[config.mk]
export PLATFORM = sky130hd
export DESIGN_NAME = rob_pr_free_q
export DESIGN_NICKNAME = d
export VERILOG_FILES = /design/src/rtl/rob_pr_free_q.sv
export SDC_FILE = /design/constraint.sdc
export NUM_CORES = 1
export LEC_CHECK = 0
export CAP_MARGIN = 5
export CORE_MARGIN = 1
export CORE_UTILIZATION = 49
export DETAILED_ROUTE_END_ITERATION = 16
export PLACE_DENSITY = 0.77
export SLEW_MARGIN = 20
export SYNTH_ARGS = -nofsm -noshare
export SYNTH_HDL_FRONTEND = slang
export SYNTH_SLANG_ARGS = --single-unit
export TNS_END_PERCENT = 5
[constraint.sdc]
create_clock -name CLK -period 2.3 [get_ports CLK]
set_clock_uncertainty 0.1 [all_clocks]
set_input_delay 0.23 -clock CLK [delete_from_list [all_inputs] [get_ports CLK]]
set_output_delay 0.23 -clock CLK [all_outputs]
set_load 0.005 [all_outputs]
[src/rtl/rob_pr_free_q.sv]
// rob_pr_free_q
//
// Buffers the physical registers released by ROB commit groups and returns
// them to a banked free list. Each queue entry holds one commit group: a PR
// per lane plus a pending mask of lanes that still have to be handed back.
// Only the head group is offered. Each bank takes the lowest-index pending
// lane whose PR maps to that bank. The head retires once every lane of the
// group has been accepted.
//
// Ports
//   CLK                    clock, all state updates on the rising edge
//   nRST                   asynchronous active-low reset
//   enq_valid              ROB presents a commit group
//   enq_valid_by_lane      per-lane dealloc valid
//   enq_PR_by_lane         per-lane PR to free
//   enq_ready              queue not full (independent of same-cycle drain)
//   free_valid_by_bank     a freed PR is offered to bank b
//   free_upper_PR_by_bank  upper PR bits (PR >> bank bits) offered to bank b
//   free_ready_by_bank     free-list bank b accepts this cycle

module rob_pr_free_q #(
    parameter int unsigned ROB_PR_FREE_Q_ENTRIES = 2,
    parameter int unsigned COMMIT_LANES          = 4,
    parameter int unsigned PR_COUNT              = 128,
    parameter int unsigned PRF_BANK_COUNT        = 4,
    localparam int unsigned PR_W                 = $clog2(PR_COUNT),
    localparam int unsigned BANK_W               = $clog2(PRF_BANK_COUNT),
    localparam int unsigned UPR_W                = PR_W - BANK_W
) (
    input  logic                                     CLK,
    input  logic                                     nRST,
    input  logic                                     enq_valid,
    input  logic [COMMIT_LANES-1:0]                  enq_valid_by_lane,
    input  logic [COMMIT_LANES-1:0][PR_W-1:0]        enq_PR_by_lane,
    output logic                                     enq_ready,
    output logic [PRF_BANK_COUNT-1:0]                free_valid_by_bank,
    output logic [PRF_BANK_COUNT-1:0][UPR_W-1:0]     free_upper_PR_by_bank,
    input  logic [PRF_BANK_COUNT-1:0]                free_ready_by_bank
);

    localparam int unsigned IDX_W = $clog2(ROB_PR_FREE_Q_ENTRIES);
    localparam int unsigned PTR_W = IDX_W + 1;

    // Pointers carry the wrap bit in their MSB; the queue depth is a power
    // of two, so a plain increment wraps the index and toggles the wrap bit.
    logic [PTR_W-1:0] head_q;
    logic [PTR_W-1:0] tail_q;

    logic [COMMIT_LANES-1:0][PR_W-1:0] pr_q   [ROB_PR_FREE_Q_ENTRIES];
    logic [COMMIT_LANES-1:0]           pend_q [ROB_PR_FREE_Q_ENTRIES];

    logic [IDX_W-1:0]                  head_idx;
    logic [IDX_W-1:0]                  tail_idx;
    logic                              empty;
    logic                              full;
    logic                              enq_fire;
    logic [COMMIT_LANES-1:0][PR_W-1:0] head_pr;
    logic [COMMIT_LANES-1:0]           head_pend;
    logic [COMMIT_LANES-1:0]           clr_mask;
    logic [COMMIT_LANES-1:0]           pend_d;
    logic                              head_done;

    assign head_idx = head_q[IDX_W-1:0];
    assign tail_idx = tail_q[IDX_W-1:0];
    assign empty    = (head_q == tail_q);
    assign full     = (head_idx == tail_idx) && (head_q[PTR_W-1] != tail_q[PTR_W-1]);

    assign enq_ready = !full;
    // A group with no valid lanes is accepted but never stored.
    assign enq_fire  = enq_valid && enq_ready && (|enq_valid_by_lane);

    assign head_pr   = pr_q[head_idx];
    assign head_pend = empty ? '0 : pend_q[head_idx];

    // Per-bank selection: lowest-index pending lane mapped to the bank.
    // Because the pending mask only shrinks on acceptance, an offer stays
    // stable until its bank takes it.
    always_comb begin
        free_valid_by_bank    = '0;
        free_upper_PR_by_bank = '0;
        clr_mask              = '0;
        for (int b = 0; b < PRF_BANK_COUNT; b++) begin
            for (int l = 0; l < COMMIT_LANES; l++) begin
                if (!free_valid_by_bank[b] && head_pend[l] &&
                    (head_pr[l][BANK_W-1:0] == BANK_W'(b))) begin
                    free_valid_by_bank[b]    = 1'b1;
                    free_upper_PR_by_bank[b] = head_pr[l][PR_W-1:BANK_W];
                    if (free_ready_by_bank[b]) begin
                        clr_mask[l] = 1'b1;
                    end
                end
            end
        end
    end

    assign pend_d    = head_pend & ~clr_mask;
    assign head_done = !empty && (pend_d == '0);

    // When not full the tail entry never aliases a live head, so the head
    // drain and the enqueue write never target the same entry.
    always_ff @(posedge CLK or negedge nRST) begin
        if (!nRST) begin
            head_q <= '0;
            tail_q <= '0;
            for (int e = 0; e < ROB_PR_FREE_Q_ENTRIES; e++) begin
                pend_q[e] <= '0;
                pr_q[e]   <= '0;
            end
        end else begin
            if (!empty) begin
                pend_q[head_idx] <= pend_d;
            end
            if (head_done) begin
                head_q <= head_q + 1'b1;
            end
            if (enq_fire) begin
                pend_q[tail_idx] <= enq_valid_by_lane;
                pr_q[tail_idx]   <= enq_PR_by_lane;
                tail_q           <= tail_q + 1'b1;
            end
        end
    end

endmodule

==> impl_metrics.yaml <==
floorplanning:
  fp.dieH_um: 92.9
  rows: 32
  core_area_sq_um: 7850
  initial_core_util: 0.516
  die-area_sq_um: 8640
  die_w_um: 92.9
  io_pins: 64
detailed_routing:
  drc_errors: 0
  drtIter0Drc: 309
  wire_per_inst_um: 19.4
  dr.pass1.iters: 5
  drt.antenna.violating_nets: 0
  vias: 4423
  vias_per_cell: 6.09
  totalWireLength_um: 14100
worst_setup_path:
  required_ns: 1.97
  r2r_setup_slack_ns: -0.50
  cp-end-kind: "output pin"
  reg2regPathDepth: 11
  crit_arrival_ns: 2.52
  start_kind: "flop"
  timing.critical_path.from: "head_q[1]"
  r2r_start: "head_q[1]"
  cp_max_fo: 5
  crit_type: "flop to output pin"
synth:
  synthTopCellsByArea: "dfrtp_1, nand2_1, mux2_2"
  synth_top_area_frac: 0.420
  synth_top_area_cell: "dfrtp_1"
  yosysWarningCount: 0
  async_flop_share: 1.00
  ys.flop_type: "dfrtp_1"
  postSynthAreaPerCell_sq_um: 9.06
  synth-edff-count: 0
  synth.distinct_cells: 52
  syn_inst: 447
  syn_nets: 486
  seq_area_frac_synth: 0.420
  mappedNetlistArea_sq_um: 4050
  synth_seq_cells: 68
sta:
  max_freq_ghz: 0.351
  rsz0062_at_grt: "yes"
  final.period_utilization: 1.24
  drv_slew: 0
  worstMarginPinSlew_ns: 0.521
  maxSlewHeadroom: 0.652
  setup_ws_ns: -0.547
  min_period_ns: 2.85
  holdWs_ns: 0.237
  setup_viol: 32
  hold_viol: 0
outcome:
  violations: "negative setup slack"
  status: "finished with violations"
global_route:
  grt_max_degree: 31
  antenna_found_initial: 0
  overflow: 0
  grt_pass1_vias: 4567
  grt_util_all_layers: 0.336
  grt_pass1_wl_um: 22300
clock_network:
  ctsLongestPathBuffers: 2
  cts_root_buf: "clkbuf_8"
  clock-sinks: 68
  cts_max_level: 3
  numCtsBuffers: 9
  cts_tree: "done"
  clock_latency_ns: 0.35
  clkTransAtPathRegs_ns: 0.07
placed_design:
  io_buffers: 63
  dp_hpwl_um: 8960
  gp_congestion: 0.989
pwr:
  clockPowerShare: 0.117
  powerDensity_nw_per_um2: 1770
  seqPwrFrac: 0.209
  combPwrFrac: 0.674
  finalPower_uw: 11100
  intPower_uw: 6380
  switching_share: 0.426
  power_leakage_uw: 0.00285
  ir_drop_uv: 798
  power.switching_uw: 4740
final_layout:
  area_growth_pct: 54.9
  drive_gt1_frac: 0.407
  regArea_sq_um: 1710
  multiInputGateArea_sq_um: 2590
  fillCellCount: 494
  finalNetCount: 659
  diodes: 0
flow_run:
  maxCapViolCount: 0
worst_hold_path:
  hp-class: "input port to async pin"
## what timing repair did
| action | 4_1_cts | 5_1_grt |
|---|---|---|
| hold endpoints to repair | 15 | 0 |
| buffers inserted | 27 | 4 |
| resized for setup | 172 | 34 |
| gates cloned | 0 | 0 |
| pin swaps | 36 | 16 |
| hold buffers | 1 | 0 |
| endpoints found under the setup margin | 51 | 77 |
## kinds of logic after synthesis
logic type | share of synthesized area
buf+inv | 0.0321
xor+xnor | 0.0148
mux | 0.139
simple gates | 0.193
flops | 0.420
compound gates | 0.201
## layer usage
| layer | vias to the layer above | share of wire | track usage |
|---|---|---|---|
| met1 | 2116 | 0.38 | 0.394 |
| li1 | 1972 | - | - |
| met3 | 77 | 0.075 | 0.0755 |
| met4 | 0 | 0.045 | 0.169 |
| met5 | - | 0 | 0 |
| met2 | 258 | 0.50 | 0.574 |
## layout by cell type (no fill, tap or decap), drive strengths merged, types with 5 or more instances in the layout
cell / netlist / layout
buf: 10 / 141
nand2: 111 / 111
dfrtp: 68 / 68
clkdlybuf4s50: 0 / 38
mux2: 34 / 34
nor2: 26 / 26
o21ai: 25 / 25
a21oi: 22 / 22
o22ai: 20 / 20
mux2i: 18 / 18
a221o: 12 / 12
inv: 10 / 10
clkbuf: 11 / 10
nor2b: 7 / 7
a32oi: 6 / 6
a22oi: 6 / 6
xnor2: 5 / 5
nor3b: 5 / 5
## cells in the mapped netlist, types with 7 or more instances
cell type	n
nor2b_1	7
o22ai_1	18
nand2_1	111
dfrtp_1	68
a21oi_1	21
clkbuf_1	11
mux2i_1	18
a221o_1	12
o21ai_0	23
mux2_2	34
buf_2	8
nor2_1	26
inv_1	10
## flip-flops by register name, summed over array words and instances, names as in the netlist
signal  flops
head_q      2
pr_q       56
tail_q      2
pend_q      8
## per-stage QoR
stage / cell area, sq um / worst slack (ns) / TNS, ns / std cells / utilization
floorplan: 4060 / -0.0337 / -0.634 / 447 / -
global placement: 5430 / -0.482 / -12.15 / 681 / 0.692
global route: 6270 / -0.623 / -15.43 / 726 / 0.800
detailed placement: 5430 / -0.536 / -15.96 / 681 / 0.692
CTS: 6130 / -0.472 / -11.41 / 723 / 0.782
finish: 6270 / -0.547 / -13.33 / 726 / 0.800
## critical path, cell delays in order, from the launching register on
cell and delay [ns]:
dfrtp_2 0.48, xor2_2 0.22, o211ai_1 0.32, buf_4 0.21, a21oi_4 0.06, buf_4 0.15
nand2_4 0.09, o22ai_1 0.08, a221o_1 0.30, dlygate4sd2_1 0.26
## layout make-up
| cell class | instances | area share |
|---|---|---|
| Clock inverter | 6 | 0.0219 |
| Tap cell | 102 | 0.0203 |
| Clock buffer | 9 | 0.0197 |
| Sequential cell | 68 | 0.272 |
| Multi-Input combinational cell | 348 | 0.414 |
| Timing Repair Buffer | 183 | 0.246 |
| Inverter | 10 | 0.00598 |
## power groups by stage
stage / combinational [uW] / sequential (uW) / clock [uW]
finish: 7500 / 2320 / 1300
detailed placement: 6110 / 2280 / 0
floorplan: 3310 / 2130 / 0
global route: 7980 / 2390 / 1360
CTS: 6880 / 2280 / 1320
global placement: 5980 / 2230 / 0
## final timing paths
path | end
max in group asynchronous | pr_q[37]
worst max-delay path | free_upper_PR_by_bank[2]
worst max register to register | head_q[0]
worst min register to register | pr_q[33]
worst min-delay path | pr_q[7]
min in group CLK | pr_q[30]
Note: power is estimated with default switching activity, not from simulation.
